`src/rtl/multiplicador_seq_4x4_pkg.sv`:
```
// Shared definitions for the sequential 4x4 shift-and-add multiplier.
//   N_DEFAULT : operand width (only 4 is supported by the partial-product row)
//   ST_IDLE   : FSM waiting for start
//   ST_RUN    : FSM accumulating one partial-product row per clock
package multiplicador_seq_4x4_pkg;

    localparam int N_DEFAULT = 4;

    localparam logic [0:0] ST_IDLE = 1'b0;
    localparam logic [0:0] ST_RUN  = 1'b1;

endpackage

```
`src/rtl/multiplicador_seq_4x4_if.sv`:
```
// Start/busy/done handshake bundle between a controller and the multiplier.
//   start : request a multiply (controller -> multiplier)
//   a, b  : multiplicand / multiplier, captured when start is accepted
//   busy  : multiply in progress (multiplier -> controller)
//   done  : one-cycle pulse, p holds a new result
//   p     : 2N-bit product, held until the next multiply completes
// Modports: master = controller side, slave = multiplier side.
interface multiplicador_seq_4x4_if
    import multiplicador_seq_4x4_pkg::*;
#(
    parameter int N = N_DEFAULT
);

    logic             start;
    logic [N-1:0]     a;
    logic [N-1:0]     b;
    logic             busy;
    logic             done;
    logic [2*N-1:0]   p;

    modport master (
        output start, a, b,
        input  busy, done, p
    );

    modport slave (
        input  start, a, b,
        output busy, done, p
    );

endinterface

```
`src/rtl/multiplicador_seq_4x4_produto_parcial.sv`:
```
// Partial-product row: the multiplicand AND-ed with a single multiplier bit.
//   a     : 4-bit multiplicand
//   b_bit : selected multiplier bit
//   pp    : a when b_bit=1, zero otherwise
module multiplicador_seq_4x4_produto_parcial
    import multiplicador_seq_4x4_pkg::*;
(
    input  logic [N_DEFAULT-1:0] a,
    input  logic                 b_bit,
    output logic [N_DEFAULT-1:0] pp
);

    assign pp = a & {N_DEFAULT{b_bit}};

endmodule

```
`src/rtl/multiplicador_seq_4x4.sv`:
```
// Unsigned sequential shift-and-add multiplier, one partial-product row per clock.
// A multiply takes N clocks of RUN after start is accepted; done pulses for one
// cycle as the result lands in p, which then holds until the next result.
//   clk : rising-edge clock
//   rst : asynchronous active-high reset, discards any in-flight multiply
//   bus : handshake/data bundle (slave side): start, a, b in; busy, done, p out
module multiplicador_seq_4x4
    import multiplicador_seq_4x4_pkg::*;
#(
    parameter int N = N_DEFAULT
)(
    input  logic                      clk,
    input  logic                      rst,
    multiplicador_seq_4x4_if.slave    bus
);

    localparam int PW    = 2 * N;
    localparam int CNT_W = $clog2(N);
    localparam logic [CNT_W-1:0] CNT_LAST = CNT_W'(N - 1);

    // The partial-product row is a fixed 4-bit block; reject other widths early.
    if (N != 4) begin : g_width_check
        $error("multiplicador_seq_4x4: only N=4 is supported");
    end

    logic [0:0]        state;
    logic [N-1:0]      areg;
    logic [N-1:0]      breg;
    logic [PW-1:0]     acc;
    logic [CNT_W-1:0]  cnt;
    logic [PW-1:0]     p_q;
    logic              busy_q;
    logic              done_q;

    logic              b_bit;
    logic [N-1:0]      pp;
    logic [PW-1:0]     pp_shifted;
    logic [PW-1:0]     sum;

    // Multiplier-bit mux: cnt walks breg from LSB to MSB.
    assign b_bit = breg[cnt];

    multiplicador_seq_4x4_produto_parcial u_pp (
        .a     (areg),
        .b_bit (b_bit),
        .pp    (pp)
    );

    // Zero-extend the row to product width before weighting it by its bit position.
    assign pp_shifted = {{N{1'b0}}, pp} << cnt;
    assign sum        = acc + pp_shifted;

    // NOTE: sequential state uses non-blocking assignments so every register
    // samples pre-edge values; blocking here would create order-dependent races.
    always_ff @(posedge clk or posedge rst) begin
        if (rst) begin
            // NOTE: every register, including the visible product, is reset;
            // there is no memory array here, so nothing is left uninitialised.
            state  <= ST_IDLE;
            areg   <= '0;
            breg   <= '0;
            acc    <= '0;
            cnt    <= '0;
            p_q    <= '0;
            busy_q <= 1'b0;
            done_q <= 1'b0;
        end else begin
            // done is a single-cycle pulse regardless of what follows.
            done_q <= 1'b0;
            case (state)
                ST_IDLE: begin
                    if (bus.start) begin
                        areg   <= bus.a;
                        breg   <= bus.b;
                        acc    <= '0;
                        cnt    <= '0;
                        busy_q <= 1'b1;
                        state  <= ST_RUN;
                    end
                end
                ST_RUN: begin
                    // start is not looked at here, so requests while busy are dropped.
                    acc <= sum;
                    cnt <= cnt + 1'b1;
                    if (cnt == CNT_LAST) begin
                        p_q    <= sum;
                        done_q <= 1'b1;
                        busy_q <= 1'b0;
                        state  <= ST_IDLE;
                    end
                end
                default: state <= ST_IDLE;
            endcase
        end
    end

    assign bus.busy = busy_q;
    assign bus.done = done_q;
    assign bus.p    = p_q;

endmodule

```
`src/flat_wrapper.sv`:
```
// flat-port wrapper written by rule: the top's interface ports become plain ports
module multiplicador_seq_4x4_flat import multiplicador_seq_4x4_pkg::*;
#(
    parameter int N = N_DEFAULT
)
  (clk, rst, bus_start, bus_a, bus_b, bus_busy, bus_done, bus_p);
  multiplicador_seq_4x4_if #(.N(N)) bus_i ();
  input  logic clk;
  input  logic rst;
  input wire logic [$bits(bus_i.start)-1:0] bus_start;
  input wire logic [$bits(bus_i.a)-1:0] bus_a;
  input wire logic [$bits(bus_i.b)-1:0] bus_b;
  output wire logic [$bits(bus_i.busy)-1:0] bus_busy;
  output wire logic [$bits(bus_i.done)-1:0] bus_done;
  output wire logic [$bits(bus_i.p)-1:0] bus_p;
  assign bus_i.start = bus_start;
  assign bus_i.a = bus_a;
  assign bus_i.b = bus_b;
  assign bus_busy = bus_i.busy;
  assign bus_done = bus_i.done;
  assign bus_p = bus_i.p;
  multiplicador_seq_4x4 #(.N(N)) u_core (.clk(clk), .rst(rst), .bus(bus_i));
endmodule
```
`config.mk`:
```
export PLATFORM = sky130hd
export DESIGN_NAME = multiplicador_seq_4x4_flat
export DESIGN_NICKNAME = d
export VERILOG_FILES = /design/src/rtl/multiplicador_seq_4x4_pkg.sv /design/src/rtl/multiplicador_seq_4x4_if.sv /design/src/rtl/multiplicador_seq_4x4_produto_parcial.sv /design/src/rtl/multiplicador_seq_4x4.sv /design/src/flat_wrapper.sv
export SDC_FILE = /design/constraint.sdc
export NUM_CORES = 1
export LEC_CHECK = 0
export CAP_MARGIN = 5
export CELL_PAD_IN_SITES_DETAIL_PLACEMENT = 1
export CELL_PAD_IN_SITES_GLOBAL_PLACEMENT = 1
export CORE_MARGIN = 4
export CORE_UTILIZATION = 37
export DETAILED_ROUTE_END_ITERATION = 12
export MAX_ROUTING_LAYER = met4
export PLACE_DENSITY_LB_ADDON = 0.2
export SETUP_SLACK_MARGIN = 0.05
export SYNTH_ARGS = -nofsm -noshare
export SYNTH_HDL_FRONTEND = slang
export SYNTH_HIERARCHICAL = 1
export SYNTH_SLANG_ARGS = --single-unit
export TNS_END_PERCENT = 100
```
`constraint.sdc`:
```
create_clock -name clk -period 3.61 [get_ports clk]
set_clock_uncertainty 0.1 [all_clocks]
set_input_delay 0.722 -clock clk [delete_from_list [all_inputs] [get_ports clk]]
set_output_delay 0.722 -clock clk [all_outputs]
set_load 0.005 [all_outputs]
```
==> impl_results.md, run 1 <==
- Clock transition time at the flip-flop clock pins of the worst setup and hold paths: 0.07 ns
- Setup-failing EPs final: 0
- Clock Sink Count: 29
- Vias: 1,232
- Endpoint class of the critical path: flop
- CTS tree: yes
- Post-CTS Repair Setup Buffers: 0
- Worst Setup Start Kind: flop
- Final min period: 3.26 ns
- Chip Height: 74.9 µm
- Tot GR Track Use: 16.2%
- RSZ-0062 raised after global routing: no
- Leading cell type in the layout, fill and taps excluded: dfrtp_1
- Vias in the first global route: 1,345
- Die Width: 74.9 µm
- Synth cell types: 38
- Core area: 4350 µm²
- Total CTS buffers: 5
- Synth async-reset ratio: 100%
- CTS Buffer Depth: 2
- DP HPWL: 2890 µm
- CP Data Required Time: 3.72 ns
- First-pass GRT wire length: 6530 µm
- Root buffer cell: clkbuf_8
- Fin Hold WS: 0.383 ns
- First drt pass iteration count: 4
- Mapped Cells: 151
- Max-slew headroom: 51.2%
- YS warnings: 6
- Total die area: 5610 µm²
- Tcrit/Tclk final: 90.3%
- Syn_nets: 171
- Nets: 192
- H-tree depth: 2
- Antenna Violating Nets Remaining: 0
- Setup CP Type: reg -> reg
- Mapped Area: 1660 µm²
- VDD IR max: 0.000390 V
- Overflow after GRT: 0
- Non-Filler Instances: 225
- Max-cap viol count: 0
- Flops & latches, synth: 29
- FMAX: 0.307 GHz
- P_leak: 0.900 nW
- Layout Utilization: 45.3%
- Most used DFF post-synth: dfrtp_1
- Top cell type's share of synthesized area: 43.8%
- Routed length per instance: 17.0 µm
- Hold Violations, Final: 0
- CP max FO: 10
- Routed WL: 3820 µm
- GPL Wtd Cong: 0.855
- Final routed DRC violation total: 0
- Initial antenna violation count: 0
- CP arrival: 3.37 ns
- Std cell rows: 24
- Min-Delay Path Class: reg -> reg
- CTS Hold Bufs: 0
- Least-Margin Pin Slew: 0.730 ns
- Post_cts resized: 0
- Setup TNS: 0 ns
- DR iter-0 viols: 33
- Num ports: 21
- Status: finished clean
- Mapped Avg Cell Area: 11.0 µm²
- Slew Limit Fails: 0
- Synth area leader: dfrtp_1
- Post-synth EDFFs: 0
- Power Total: 1.97 mW
- Area delta synth->final: 19.2%
- Register area share after synthesis: 43.8%
- Most area-consuming cells after synthesis: dfrtp_1, mux2_1, ha_1
- Pin count of the biggest net entering global routing: 30
- Clk_lat worst skew: 0.28 ns
- Most frequent cells in the layout: dfrtp_1, clkdlybuf4s50_1, nand2_1, mux2_1
- # diodes: 0
- Layout cell share with drive strength beyond 1: 10.4%
- IO buf count: 20
- Placed cell count: 217
- Pwr dens: 999 nW/µm²
- DR vias/cell: 5.48
- Starting Density: 38.0%
[cells by family after synthesis]
| group | after synthesis | synth area share (%) |
|---|---|---|
| compound gates | 31 | 14.3 |
| xor+xnor | 3 | 1.59 |
| fa+ha+maj | 9 | 7.26 |
| buf+inv | 13 | 4.46 |
| flops | 29 | 43.8 |
| mux | 20 | 13.8 |
| simple gates | 46 | 14.8 |
[metrics by stage]
step	setup slack [ns]	instance area (µm²)
floorplan	0.464	1660
CTS	0.339	1970
finish	0.349	1970
global placement	0.497	1880
detailed placement	0.360	1880
global route	0.0973	1970
[worst paths after layout]
path | start | to | slack (ns) | cells after the start
max in group asynchronous | rst | u_core/acc[6] | 2.41 | 3
min in group asynchronous | rst | u_core/bus.done | 0.72 | 3
worst min-delay path | u_core/bus.p[2] | u_core/bus.p[2] | 0.38 | 2
worst min register to register | u_core/bus.p[2] | u_core/bus.p[2] | 0.38 | 2
worst max-delay path | u_core/cnt[0] | u_core/bus.p[6] | 0.35 | 10
worst max register to register | u_core/cnt[0] | u_core/bus.p[6] | 0.35 | 10
[worst max-delay path: stages, from the launching register on]
cell	delay, ns
dfrtp_1	0.56
mux4_2	0.58
and2_1	0.17
nand2b_1	0.09
nor2_1	0.05
ha_1	0.25
fa_1	0.42
a21o_1	0.20
a31o_4	0.26
a2111oi_2	0.35
nand3b_1	0.16
[cell type report]
class	count	area (µm²)
inverter	6	22.5
clock buffer	6	82.6
sequential	29	726
fill	475	2380
tap	52	65.1
clock inverter	2	13.8
timing repair buffer	21	208
multi-input combinational	109	856
[report_power, final]
| group | total (mW) | internal, mW | switching (mW) |
|---|---|---|---|
| clock network | 0.285 | 0.154 | 0.131 |
| registers | 0.622 | 0.484 | 0.137 |
| logic | 1.07 | 0.521 | 0.545 |
[sequential cells by signal, indices dropped and copies added, names as in the netlist]
signal / count
u_core/breg: 4
u_core/acc: 8
u_core/state: 1
u_core/bus.done: 1
u_core/cnt: 2
u_core/areg: 4
u_core/bus.busy: 1
u_core/bus.p: 8
[Yosys cell counts, types with 3 or more instances]
master and count:
nor3b_1 4, nor2b_1 3, a21o_1 5, o21ai_1 5, mux2i_1 7, and2_1 4
nor2_1 8, a21oi_1 8, ha_1 8, dfrtp_1 29, nand3_1 3, nand3b_1 3
inv_1 4, a2111o_1 3, buf_6 3, mux2_1 10, nand4_1 4, nand2_1 11
[per-layer routing]
layer	global-route usage, %	share of wire (%)	wire, µm	vias to the layer above
li1	-	-	-	587
met1	19.2	45	1710	609
met2	25.6	50	1890	27
met3	4.54	3.6	137	9
met4	7.11	2.3	87	0
met5	-	0	0	-
No activity file was read; power rests on OpenSTA's default activity.
==> run 2: changes to the inputs <==
--- a/config.mk
+++ b/config.mk
@@ -9,7 +9,7 @@
 export CELL_PAD_IN_SITES_DETAIL_PLACEMENT = 1
 export CELL_PAD_IN_SITES_GLOBAL_PLACEMENT = 1
 export CORE_MARGIN = 4
-export CORE_UTILIZATION = 37
+export CORE_UTILIZATION = 43
 export DETAILED_ROUTE_END_ITERATION = 12
 export MAX_ROUTING_LAYER = met4
 export PLACE_DENSITY_LB_ADDON = 0.2
==> impl_results.md, run 2 (same netlist as run 1, synthesis figures left out) <==
- Status: finished clean
- Num ports: 21
- Max-slew headroom: 50.8%
- DR vias/cell: 5.49
- Crit path cell chain: mux4_2 > and2_1 > nand2b_1 > nor2_1 > ha_1 > fa_1 > a21o_1 > a31o_4 > a2111o_1 > nand3_1
- Setup-failing EPs final: 0
- Internal power: 1.23 mW
- Overflow after GRT: 0
- Layout cell share with drive strength beyond 1: 9.83%
- Gate power share: 52.3%
- Nets: 192
- First-pass GRT wire length: 6420 µm
- Starting Density: 44.9%
- CP arrival: 3.34 ns
- Pwr dens: 1020 nW/µm²
- VDD IR max: 0.000440 V
- Final routed DRC violation total: 0
- Least-Margin Pin Slew: 0.737 ns
- Sequential share of power: 30.7%
- Root buffer cell: clkbuf_8
- Hold Violations, Final: 0
- IO buf count: 20
- DR iter-0 viols: 26
- Initial antenna violation count: 0
- Vias: 1,214
- GPL Wtd Cong: 0.787
- CP max FO: 10
- DP HPWL: 2810 µm
- Clock transition time at the flip-flop clock pins of the worst setup and hold paths: 0.06 ns
- Slew Limit Fails: 0
- Core area: 3690 µm²
- Min-Delay Path Class: reg -> reg
- Worst Setup Start Kind: flop
- Post-CTS Repair Setup Buffers: 0
- Max incr delay on CP: 0.59 ns
- Total die area: 4910 µm²
- Tcrit/Tclk final: 89.3%
- Setup TNS: 0 ns
- Tot GR Track Use: 17.3%
- Most frequent cells in the layout: dfrtp_1, clkdlybuf4s50_1, nand2_1, mux2_1
- Setup slack of the most critical reg-to-reg path: 0.39 ns
- Finished Cell Area: 1990 µm²
- RSZ-0062 raised after global routing: no
- Multi-input logic area: 856 µm²
- Clock Sink Count: 29
- Post_cts resized: 0
- Std cell rows: 22
- H-tree depth: 2
- CP Data Required Time: 3.73 ns
- Clk pwr share: 17.0%
- Leading cell type in the layout, fill and taps excluded: dfrtp_1
- Vias in the first global route: 1,366
- Layout Utilization: 53.9%
- Register area: 726 µm²
- Sw Share: 39.4%
- Area delta synth->final: 20.1%
- Endpoint class of the critical path: flop
- CTS Buffer Depth: 2
- P_leak: 0.907 nW
- # diodes: 0
- FMAX: 0.310 GHz
- Setup CP Type: reg -> reg
- Antenna Violating Nets Remaining: 0
- Routed length per instance: 16.6 µm
- Psw: 0.801 mW
- Fillers: 421
- Chip Height: 70.0 µm
- CTS Hold Bufs: 0
- Slowest-stage cell, CP: mux4_2
- Routed WL: 3660 µm
- Post-Place Cell Area: 1870 µm²
- Die Width: 70.0 µm
- Clk_lat worst skew: 0.28 ns
- Max-cap viol count: 0
- Pin count of the biggest net entering global routing: 30
- Final min period: 3.22 ns
- CTS tree: yes
- Total CTS buffers: 5
- First drt pass iteration count: 4
-- run 2: worst paths after layout --
| kind | start | to | cells after the start |
|---|---|---|---|
| min reg2reg | u_core/areg[0] | u_core/areg[0] | 1 |
| min | u_core/areg[0] | u_core/areg[0] | 1 |
| max | u_core/cnt[0] | u_core/acc[6] | 10 |
| max in group asynchronous | rst | u_core/bus.p[5] | 3 |
| max reg2reg | u_core/cnt[0] | u_core/acc[6] | 10 |
| min in group asynchronous | rst | u_core/bus.done | 3 |
-- run 2: power groups by stage --
stage / sequential, mW / combinational, mW / clock [mW]
6_report: 0.624 / 1.06 / 0.346
5_1_grt: 0.649 / 1.20 / 0.370
4_1_cts: 0.625 / 1.08 / 0.356
3_5_place_dp: 0.630 / 1.07 / 0
3_3_place_gp: 0.619 / 1.01 / 0
2_1_floorplan: 0.554 / 0.864 / 0
-- run 2: through the flow --
step                      setup WS [ns]  power (mW)  hold slack [ns]  std cells
final                             0.387        2.03            0.384        221
after global routing              0.193        2.22            0.405        221
after CTS                         0.383        2.06            0.387        221
after detailed placement          0.408        1.70            0.377        213
after global placement            0.506        1.63            0.358        213
after floorplan                   0.464        1.42            0.350        151
-- run 2: cell type report --
type	count	area share, %
Multi-Input combinational cell	109	43.0
Sequential cell	29	36.5
Timing Repair Buffer	21	10.4
Clock buffer	7	4.34
Tap cell	48	3.02
Clock inverter	1	1.51
Inverter	6	1.13
-- run 2: per-layer routing --
layer | GRT usage, % | part of all wire (%) | vias to the layer above
li1 | - | - | 587
met2 | 29.5 | 52 | 23
met3 | 4.46 | 4.3 | 6
met1 | 18.3 | 42 | 598
met5 | - | 0 | -
met4 | 9.57 | 1.9 | 0
-- run 2: critical path: cells and delay by family (launching register included) --
kind,cells,cell delay (ns)
AO/OA/AOI/OAI,3,0.87
adder cells (fa/ha/maj),2,0.65
multiplexers,1,0.59
flip-flops,1,0.56
AND/OR/NAND/NOR,4,0.38
==> run 3: changes to the inputs <==
--- a/config.mk
+++ b/config.mk
@@ -5,6 +5,7 @@
 export SDC_FILE = /design/constraint.sdc
 export NUM_CORES = 1
 export LEC_CHECK = 0
+export ABC_CLOCK_PERIOD_IN_PS = 3610
 export CAP_MARGIN = 5
 export CELL_PAD_IN_SITES_DETAIL_PLACEMENT = 1
 export CELL_PAD_IN_SITES_GLOBAL_PLACEMENT = 1
==> results of run 3 <==
The final DEF is identical to that of run 2; final timing and power are the same.
